===== src/rtl/mem_port_arbiter.sv =====
// Single-port BRAM arbiter: grants fetch or load/store one slot at a time,
// lays store data out in memory byte order and returns raw read words.
//
// state   | meaning
// IDLE    | port free; arbitrate and grant at most one requester this cycle
// WAIT    | multi-cycle read in flight; busy_q counts down to the response
module mem_port_arbiter #(
  parameter logic [31:0] CPU_BRAM_START = 32'h0000_0000,
  parameter logic [31:0] CPU_BRAM_END   = 32'h007F_FF00,
  parameter int          MEM_AW         = 21,
  parameter int          LAT            = 1,
  parameter int          STARVE_LIMIT   = 3
) (
  input  logic              clk,
  input  logic              reset,
  input  logic              i_req,
  input  logic [31:0]       i_addr,
  output logic              i_gnt,
  output logic              i_rvalid,
  output logic [31:0]       i_rdata,
  output logic              i_err,
  input  logic              d_req,
  input  logic [31:0]       d_addr,
  input  logic [1:0]        d_memOp,
  input  logic [1:0]        d_memSize,
  input  logic [31:0]       d_wdata,
  output logic              d_gnt,
  output logic              d_done,
  output logic [31:0]       d_rdata,
  output logic              d_err,
  output logic              mem_en,
  output logic [3:0]        mem_we,
  output logic [MEM_AW-1:0] mem_addr,
  output logic [31:0]       mem_wdata,
  input  logic [31:0]       mem_rdata
);

  localparam logic [1:0] MEM_DISABLE = 2'b00;
  localparam logic [1:0] MEM_WRITE   = 2'b11;
  localparam logic [1:0] BYTE        = 2'b00;
  localparam logic [1:0] HALFWORD    = 2'b01;
  localparam logic [1:0] WORD        = 2'b10;
  localparam int BW = (LAT > 1) ? $clog2(LAT) : 1;
  localparam int SW = (STARVE_LIMIT > 0) ? $clog2(STARVE_LIMIT + 1) : 1;

  typedef enum logic {ST_IDLE = 1'b0, ST_WAIT = 1'b1} state_t;

  state_t        state_q, state_d;
  logic [BW-1:0] busy_q, busy_d;
  logic [SW-1:0] starve_cnt_q, starve_cnt_d;
  logic          pend_fetch_q, pend_fetch_d;
  logic          pend_err_q, pend_err_d;
  logic          i_rvalid_q, i_rvalid_d, i_err_q, i_err_d;
  logic          d_done_q, d_done_d, d_err_q, d_err_d;
  logic [31:0]   i_hold_q, i_hold_d, d_hold_q, d_hold_d;

  logic          can_grant, fetch_pick, i_bad, d_bad;
  logic          fire, fire_fetch, fire_err;
  logic [3:0]    st_we;
  logic [31:0]   st_wdata;

  // Subtracting START first turns the window check into one unsigned compare.
  function automatic logic in_range(input logic [31:0] a);
    return (a - CPU_BRAM_START) < (CPU_BRAM_END - CPU_BRAM_START);
  endfunction

  always_comb begin
    can_grant  = (state_q == ST_IDLE) && !reset;
    fetch_pick = i_req && (!d_req || (starve_cnt_q == SW'(STARVE_LIMIT)));
    i_gnt      = can_grant && fetch_pick;
    d_gnt      = can_grant && d_req && !fetch_pick;
    i_bad      = (i_addr[1:0] != 2'b00) || !in_range(i_addr);
    d_bad      = !in_range(d_addr) || (d_memSize == 2'b11) ||
                 ((d_memSize == HALFWORD) && d_addr[0]) ||
                 ((d_memSize == WORD) && (d_addr[1:0] != 2'b00)) ||
                 (d_memOp == MEM_DISABLE);
  end

  // Byte offset k of the word lives in lane 3-k; value bytes fill upward from offset.
  always_comb begin
    st_we    = 4'b0000;
    st_wdata = 32'h0;
    case (d_memSize)
      BYTE: begin
        st_we    = 4'b1000 >> d_addr[1:0];
        st_wdata = {d_wdata[7:0], 24'h0} >> {d_addr[1:0], 3'b000};
      end
      HALFWORD: begin
        st_we    = d_addr[1] ? 4'b0011 : 4'b1100;
        st_wdata = {d_wdata[7:0], d_wdata[15:8], 16'h0} >> {d_addr[1], 4'b0000};
      end
      WORD: begin
        st_we    = 4'b1111;
        st_wdata = {d_wdata[7:0], d_wdata[15:8], d_wdata[23:16], d_wdata[31:24]};
      end
      default: ;
    endcase
  end

  always_comb begin
    mem_en    = 1'b0;
    mem_we    = 4'b0000;
    mem_addr  = '0;
    mem_wdata = 32'h0;
    if (i_gnt) begin
      mem_en   = !i_bad;
      mem_addr = i_addr[MEM_AW+1:2];
    end else if (d_gnt) begin
      mem_en   = !d_bad;
      mem_addr = d_addr[MEM_AW+1:2];
      if (!d_bad && (d_memOp == MEM_WRITE)) begin
        mem_we    = st_we;
        mem_wdata = st_wdata;
      end
    end
  end

  always_comb begin
    state_d      = state_q;
    busy_d       = busy_q;
    starve_cnt_d = starve_cnt_q;
    pend_fetch_d = pend_fetch_q;
    pend_err_d   = pend_err_q;
    case (state_q)
      ST_IDLE: begin
        if (i_gnt || d_gnt) begin
          pend_fetch_d = i_gnt;
          pend_err_d   = i_gnt ? i_bad : d_bad;
          if (LAT > 1) begin
            state_d = ST_WAIT;
            busy_d  = BW'(LAT - 1);
          end
        end
      end
      ST_WAIT: begin
        busy_d = busy_q - BW'(1);
        if (busy_q == BW'(1)) state_d = ST_IDLE;
      end
      default: state_d = ST_IDLE;
    endcase

    if (!i_req || i_gnt)
      starve_cnt_d = '0;
    else if (d_gnt && (starve_cnt_q != SW'(STARVE_LIMIT)))
      starve_cnt_d = starve_cnt_q + SW'(1);

    // Single-cycle reads answer straight from the grant; longer ones from the pending record.
    if (LAT == 1) begin
      fire       = i_gnt || d_gnt;
      fire_fetch = i_gnt;
      fire_err   = i_gnt ? i_bad : d_bad;
    end else begin
      fire       = (state_q == ST_WAIT) && (busy_q == BW'(1));
      fire_fetch = pend_fetch_q;
      fire_err   = pend_err_q;
    end
    i_rvalid_d = fire && fire_fetch;
    i_err_d    = fire && fire_fetch && fire_err;
    d_done_d   = fire && !fire_fetch;
    d_err_d    = fire && !fire_fetch && fire_err;
  end

  always_comb begin
    i_rvalid = i_rvalid_q;
    i_err    = i_err_q;
    d_done   = d_done_q;
    d_err    = d_err_q;
    i_rdata  = !i_rvalid_q ? i_hold_q : (i_err_q ? 32'h0 : mem_rdata);
    d_rdata  = !d_done_q ? d_hold_q : (d_err_q ? 32'h0 : mem_rdata);
    i_hold_d = i_rdata;
    d_hold_d = d_rdata;
  end

  always_ff @(posedge clk or posedge reset) begin
    if (reset) begin
      state_q      <= ST_IDLE;
      busy_q       <= '0;
      starve_cnt_q <= '0;
      pend_fetch_q <= 1'b0;
      pend_err_q   <= 1'b0;
      i_rvalid_q   <= 1'b0;
      i_err_q      <= 1'b0;
      d_done_q     <= 1'b0;
      d_err_q      <= 1'b0;
      i_hold_q     <= 32'h0;
      d_hold_q     <= 32'h0;
    end else begin
      state_q      <= state_d;
      busy_q       <= busy_d;
      starve_cnt_q <= starve_cnt_d;
      pend_fetch_q <= pend_fetch_d;
      pend_err_q   <= pend_err_d;
      i_rvalid_q   <= i_rvalid_d;
      i_err_q      <= i_err_d;
      d_done_q     <= d_done_d;
      d_err_q      <= d_err_d;
      i_hold_q     <= i_hold_d;
      d_hold_q     <= d_hold_d;
    end
  end

endmodule


===== config.mk =====
export PLATFORM = sky130hd
export DESIGN_NAME = mem_port_arbiter
export DESIGN_NICKNAME = d
export VERILOG_FILES = /design/src/rtl/mem_port_arbiter.sv
export SDC_FILE = /design/constraint.sdc
export NUM_CORES = 1
export LEC_CHECK = 0
export CORE_AREA = 2 2 102 104
export CTS_BUF_LIST = sky130_fd_sc_hd__clkbuf_2
export CTS_CLUSTER_DIAMETER = 150
export DETAILED_ROUTE_END_ITERATION = 12
export DIE_AREA = 0 0 104 106
export PLACE_DENSITY = 0.85
export SYNTH_ARGS = -nofsm -noshare
export SYNTH_HDL_FRONTEND = slang
export SYNTH_SLANG_ARGS = --single-unit
export TNS_END_PERCENT = 50

===== constraint.sdc =====
create_clock -name clk -period 6.7 [get_ports clk]
set_input_delay 1.005 -clock clk [delete_from_list [all_inputs] [get_ports clk]]
set_output_delay 1.005 -clock clk [all_outputs]
set_load 0.01 [all_outputs]

==> out/qor.yml, run 1 <==
post-cts-setup-buffers: 0
cts_max_level: 3
internal_power_mw: 0.8103
syn_nets: 591
insertion_delay_ns: 0.49
clk_pin_slew_worst_paths_ns: 0.17
p_leak_nw: 2.750
ys_warn_count: 0
fin_hold_ws_ns: 0.4672
io_buffers: 263
synth_top_area_cell: "dfrtp_1"
drv_cap: 0
cts_hold_buf: 0
r2r-end: "d_hold_q[7]$_DFF_PP0_"
cellPowerDensity_mw_per_mm2: 171.0
crit_end: "mem_we[0]"
p_sw_mw: 0.3366
avgSynthCellArea_um2: 8.632
grt_max_degree: 66
setup_tns_ns: 0
cts_resized: 0
grtUsageTotal_pct: 24.25
finalMaxSlewViolations: 0
cpPeakStageDelay_ns: 0.81
yosysTopAreaCellShare_pct: 45.98
cp_max_fo: 36
synth_area_mm2: 0.003919
outcome: "finished, final reports clean"
die_h_um: 106
synth.top_cells.by_count: "72 x dfrtp_1, 67 x inv_1, 66 x o21ai_0"
switching_share_pct: 29.35
first_pass_iters: 6
worst_ep_required_time_ns: 5.69
clock_power_share_pct: 19.3
max-slew-margin-rel_pct: 27.50
synth_area_leaders: "dfrtp_1 46%, o21ai_0 8.4%, a22o_1 6.5%, inv_1 6.4%, nand3b_1 6.3%"
hold_path.class: "reg -> reg"
antenna_found_initial: 0
critPathCaptureType: "output pin"
io-pin-count: 264
synth_cell_types: 38
ir_drop_uv: 76.51
rows: 37
start_util_pct: 39.19
start_kind: "input port"
max_freq_mhz: 204.9
numCtsBuffers: 9
tightest_slew_ns: 1.088
place_inst: 826
cts_tree: "done"
core_mm2: 0.01000
cp-startpoint: "d_memSize[0]"
rr_worst_depth: 4
critical_path_class: "in -> out"
die_area_mm2: 0.01102
drt_iter0_drc: 233
gr-total-overflow: 0
fin_crit_ns: 4.880
wl_per_cell_um: 16.35
synth_ff_type: "dfrtp_1"
reg2reg_slack_ns: 4.28
p_comb_share_pct: 35.3
skew_ns: 0.01394
postSynthCellCount: 454
drt_drc_violations_left: 0
final_layout_size_suffix_gt1_share_pct: 3.835
stdcell_count: 840
cts-root-buf: "clkbuf_2"
place_congestion: 0.8618
timing.final.crit_share_pct: 72.83
post-synth-top-count-cell: "dfrtp_1"
syn_to_final_growth_pct: 71.10
cp_common_cell: "clkdlybuf4s50_1"
ant_nets: 0
finalWirelength_um: 13740
dp_hpwl_um: 10540
clock-sinks: 72
grt_pass1_wl_um: 21310
ys_seq_area_share_pct: 45.98
diodes: 0
avgViaCountPerCell: 5.163
first_global_vias: 4256
die_w_um: 104
rsz0062_at_grt: "false"
cp_slowest_cell: "clkdlybuf4s50_1"
async_flop_share_pct: 100.0
hold_viol: 0
synth-seq-cells: 72
r2r-start: "d_done$_DFF_PP0_"
crit_arrival_ns: 3.87
synth_edf_count: 0
vias: 4337
pwr-share-seq_pct: 45.4
clock_path_buffers: 2
finalSetupViolations: 0
finalNetCount: 838
path_cells: "clkdlybuf4s50_1 -> xor2_1 -> a2111oi_4 -> nand4b_4 -> nor3_1 -> clkdlybuf4s50_1"
power groups by stage:
stage / registers (mW) / clock network (mW) / logic (mW)
finish: 0.521 / 0.221 / 0.405
global route: 0.528 / 0.250 / 0.436
CTS: 0.521 / 0.231 / 0.408
detailed placement: 0.531 / 0 / 0.405
global placement: 0.527 / 0 / 0.396
floorplan: 0.517 / 0 / 0.152
flip-flops by register name (all words and copies together) (netlist names):
signal,count
d_hold_q,32
i_hold_q,32
starve_cnt_q,2
busy_q,1
d_done,1
d_err,1
i_err,1
i_rvalid,1
state_q,1
final cells by class:
class                           instances  area (um2)
Sequential cell                        72        1803
Multi-Input combinational cell        285        1732
Inverter                               67       251.5
Timing Repair Buffer                  266        2655
Fill cell                             790        3294
Clock inverter                          2       33.78
Tap cell                              136       170.2
Clock buffer                           12       60.06
worst min-delay path by stage:
stage / from / end / slack [ns] / cells past startpoint
after floorplan: busy_q$_DFFE_PP0P_ / state_q$_DFF_PP0_ / 0.42 / 1
after global placement: busy_q$_DFFE_PP0P_ / state_q$_DFF_PP0_ / 0.44 / 1
after detailed placement: busy_q$_DFFE_PP0P_ / state_q$_DFF_PP0_ / 0.44 / 1
after CTS: busy_q$_DFFE_PP0P_ / state_q$_DFF_PP0_ / 0.47 / 1
after global routing: busy_q$_DFFE_PP0P_ / state_q$_DFF_PP0_ / 0.48 / 1
final: busy_q$_DFFE_PP0P_ / state_q$_DFF_PP0_ / 0.47 / 1
placed cells by master (no fill, tap or decap), types with 2 or more instances in the layout:
cell / count
xor2_1: 3
a222oi_1: 8
nor4_1: 4
buf_4: 3
nor2_2: 2
inv_1: 66
clkdlybuf4s50_1: 263
nand3b_1: 33
nand3_1: 3
nand4_1: 6
o21ai_0: 66
or4_1: 2
and2_1: 4
a22o_1: 29
nand2b_1: 3
dfrtp_1: 71
a22oi_1: 16
nand2_1: 42
clkbuf_2: 12
nor2_1: 42
or3_1: 2
nor2b_1: 4
critical path: cells and delay by family:
family	cells	cell delay [ns]
xor+xnor	1	0.19
compound gates	1	0.46
simple gates	2	0.78
buf+inv	2	1.42
cells by family (layout without fill, tap and decap cells):
kind of cell / after synthesis / in the layout / synth area share, %
AOI/OAI and AO/OA: 125 / 125 / 21.84
DFF: 72 / 72 / 45.98
buffers and inverters: 97 / 347 / 9.898
and+or+nand+nor: 156 / 156 / 21.30
adders and majority gates: 1 / 1 / 0.3192
xor gates and xnor gates: 3 / 3 / 0.6706
metal layers:
layer	up-vias	global-route usage (%)	wire length, um
met5	-	0	0
met4	0	7.239	276
met3	25	5.212	904
met2	206	44.97	7283
met1	2058	28.05	5274
li1	2048	-	-
per-stage QoR:
step	cell area, um2	setup WS (ns)	utilization [%]	power (mW)
final	6705	1.820	67.05	1.147
after floorplan	3919	3.307	-	0.6697
after detailed placement	6611	1.821	66.12	0.9359
after global placement	6611	1.838	66.12	0.9231
after global routing	6705	1.661	67.05	1.214
after CTS	6705	1.814	67.05	1.160
(Power assumes the default switching activity.)
==> run 2, diff against run 1 <==
- CORE_AREA: 2 2 102 104 -> unset
- CORE_ASPECT_RATIO: unset -> 1.1
- CORE_UTILIZATION: unset -> 37
- DIE_AREA: 0 0 104 106 -> unset
- PLACE_DENSITY: 0.85 -> 0.8
- clock period: 6.7 -> 4.5 ns (I/O delays scaled with it)
==> run 2 against run 1 <==
  * Critical path depth increased by 1
  * Register-to-register slack worse by 1.6 ns
  * Final cell count grew 1.8%
  * Power is 57% higher
  * First-iteration DRC count decreased by 3.0%
  * Largest power group unchanged
  * Cell area increased by 1.5%
  * Sequential power is 48% higher
  * Largest cell class unchanged
  * Clock skew rose by 0.0074 ns
  * Sequential share of layout area fell by 0.40 points
==> out/qor.yml, run 2 (synthesis results as in run 1) <==
outcome: "finished, final reports clean"
cellPowerDensity_mw_per_mm2: 264.6
io-pin-count: 264
wl_per_cell_um: 16.56
first_global_vias: 4312
grt_pass1_wl_um: 21650
max-slew-margin-rel_pct: 35.40
die_w_um: 100.1
top_regs: "d_hold_q: 32 flops, i_hold_q: 32 flops, starve_cnt_q: 2 flops"
cts_resized: 0
critical_path_class: "in -> out"
dp_hpwl_um: 10920
cts_tree: "done"
finalWirelength_um: 14160
grt_max_degree: 66
gr-total-overflow: 0
layout_commonest_cell: "clkdlybuf4s50_1"
critPathCaptureType: "output pin"
drt_iter0_drc: 226
syn_to_final_growth_pct: 73.69
clock_path_buffers: 2
antenna_found_initial: 0
cts-root-buf: "clkbuf_2"
max_freq_mhz: 256.9
vias: 4335
io_buffers: 263
final_layout_size_suffix_gt1_share_pct: 5.056
p_leak_nw: 2.800
cp_max_fo: 31
finalMaxSlewViolations: 0
rows: 39
stdcell_count: 855
power_mw: 1.801
start_util_pct: 37.88
nFillCells: 863
post-cts-setup-buffers: 0
drv_cap: 0
layout_setup_ws_ns: 0.6078
finalSetupViolations: 0
hold_viol: 0
ir_drop_uv: 135.0
cts_max_level: 3
timing.final.crit_share_pct: 86.49
grtUsageTotal_pct: 25.68
place_area_mm2: 0.006665
finalNetCount: 844
avgViaCountPerCell: 5.070
clock-sinks: 72
reg2reg_slack_ns: 2.72
ant_nets: 0
skew_ns: 0.02132
fin_area_mm2: 0.006807
cts_hold_buf: 0
drt_drc_violations_left: 0
crit_arrival_ns: 3.22
rsz0062_at_grt: "false"
place_inst: 839
diodes: 0
die_h_um: 109.9
tightest_slew_ns: 0.9689
first_pass_iters: 5
start_kind: "input port"
post-place-ws_ns: 0.6048
final_cell_mix: "263 x clkdlybuf4s50_1, 71 x dfrtp_1, 66 x inv_1, 66 x o21ai_0"
core_mm2: 0.01034
die_area_mm2: 0.01101
worst_ep_required_time_ns: 3.83
fin_crit_ns: 3.892
place_congestion: 0.9015
clk_pin_slew_worst_paths_ns: 0.21
hold_path.class: "reg -> reg"
insertion_delay_ns: 0.51
numCtsBuffers: 9
setup_tns_ns: 0
[run 2: layout make-up]
| type | instances | area [um2] | area share (%) |
|---|---|---|---|
| Clock inverter | 7 | 96.34 | 1.415 |
| Sequential cell | 72 | 1803 | 26.49 |
| Multi-Input combinational cell | 285 | 1732 | 25.44 |
| Clock buffer | 9 | 45.04 | 0.6618 |
| Tap cell | 143 | 178.9 | 2.629 |
| Timing Repair Buffer | 272 | 2700 | 39.67 |
| Inverter | 67 | 251.5 | 3.695 |
[run 2: critical path, cell delays in order]
cell	delay [ns]
clkdlybuf4s50_1	0.51
nand4_1	0.11
nor4_1	0.58
nand4b_4	0.30
buf_4	0.31
and2b_2	0.25
clkdlybuf4s50_1	0.47
[run 2: metal layers]
layer / vias to the layer above / wire length (um) / GRT usage, %
met4: 0 / 357 / 11.59
met5: - / 0 / 0
met3: 30 / 1105 / 6.612
met1: 2051 / 5391 / 29.00
li1: 2067 / - / -
met2: 187 / 7304 / 45.60
[run 2: report_power, final]
group	total [mW]	leakage (nW)	internal [mW]	switching (mW)
logic	0.610	1.81	0.344	0.266
clock network	0.421	0.0858	0.185	0.236
registers	0.770	0.909	0.737	0.0332
[run 2: final timing paths]
path	from	endpoint	depth (start not counted)
max	d_addr[14]	mem_we[3]	7
min	busy_q$_DFFE_PP0P_	state_q$_DFF_PP0_	1
max reg2reg	starve_cnt_q[0]$_DFFE_PP0P_	d_err$_DFF_PP0_	5
min reg2reg	busy_q$_DFFE_PP0P_	state_q$_DFF_PP0_	1
max in group asynchronous	reset	d_hold_q[19]$_DFF_PP0_	3
min in group asynchronous	reset	state_q$_DFF_PP0_	2
[run 2: metrics by stage]
step                hold WS, ns  util, %
floorplan                0.4224        -
global placement         0.4352    64.43
detailed placement       0.4355    64.43
CTS                      0.4759    65.80
global route             0.4908    65.80
finish                   0.4871    65.80
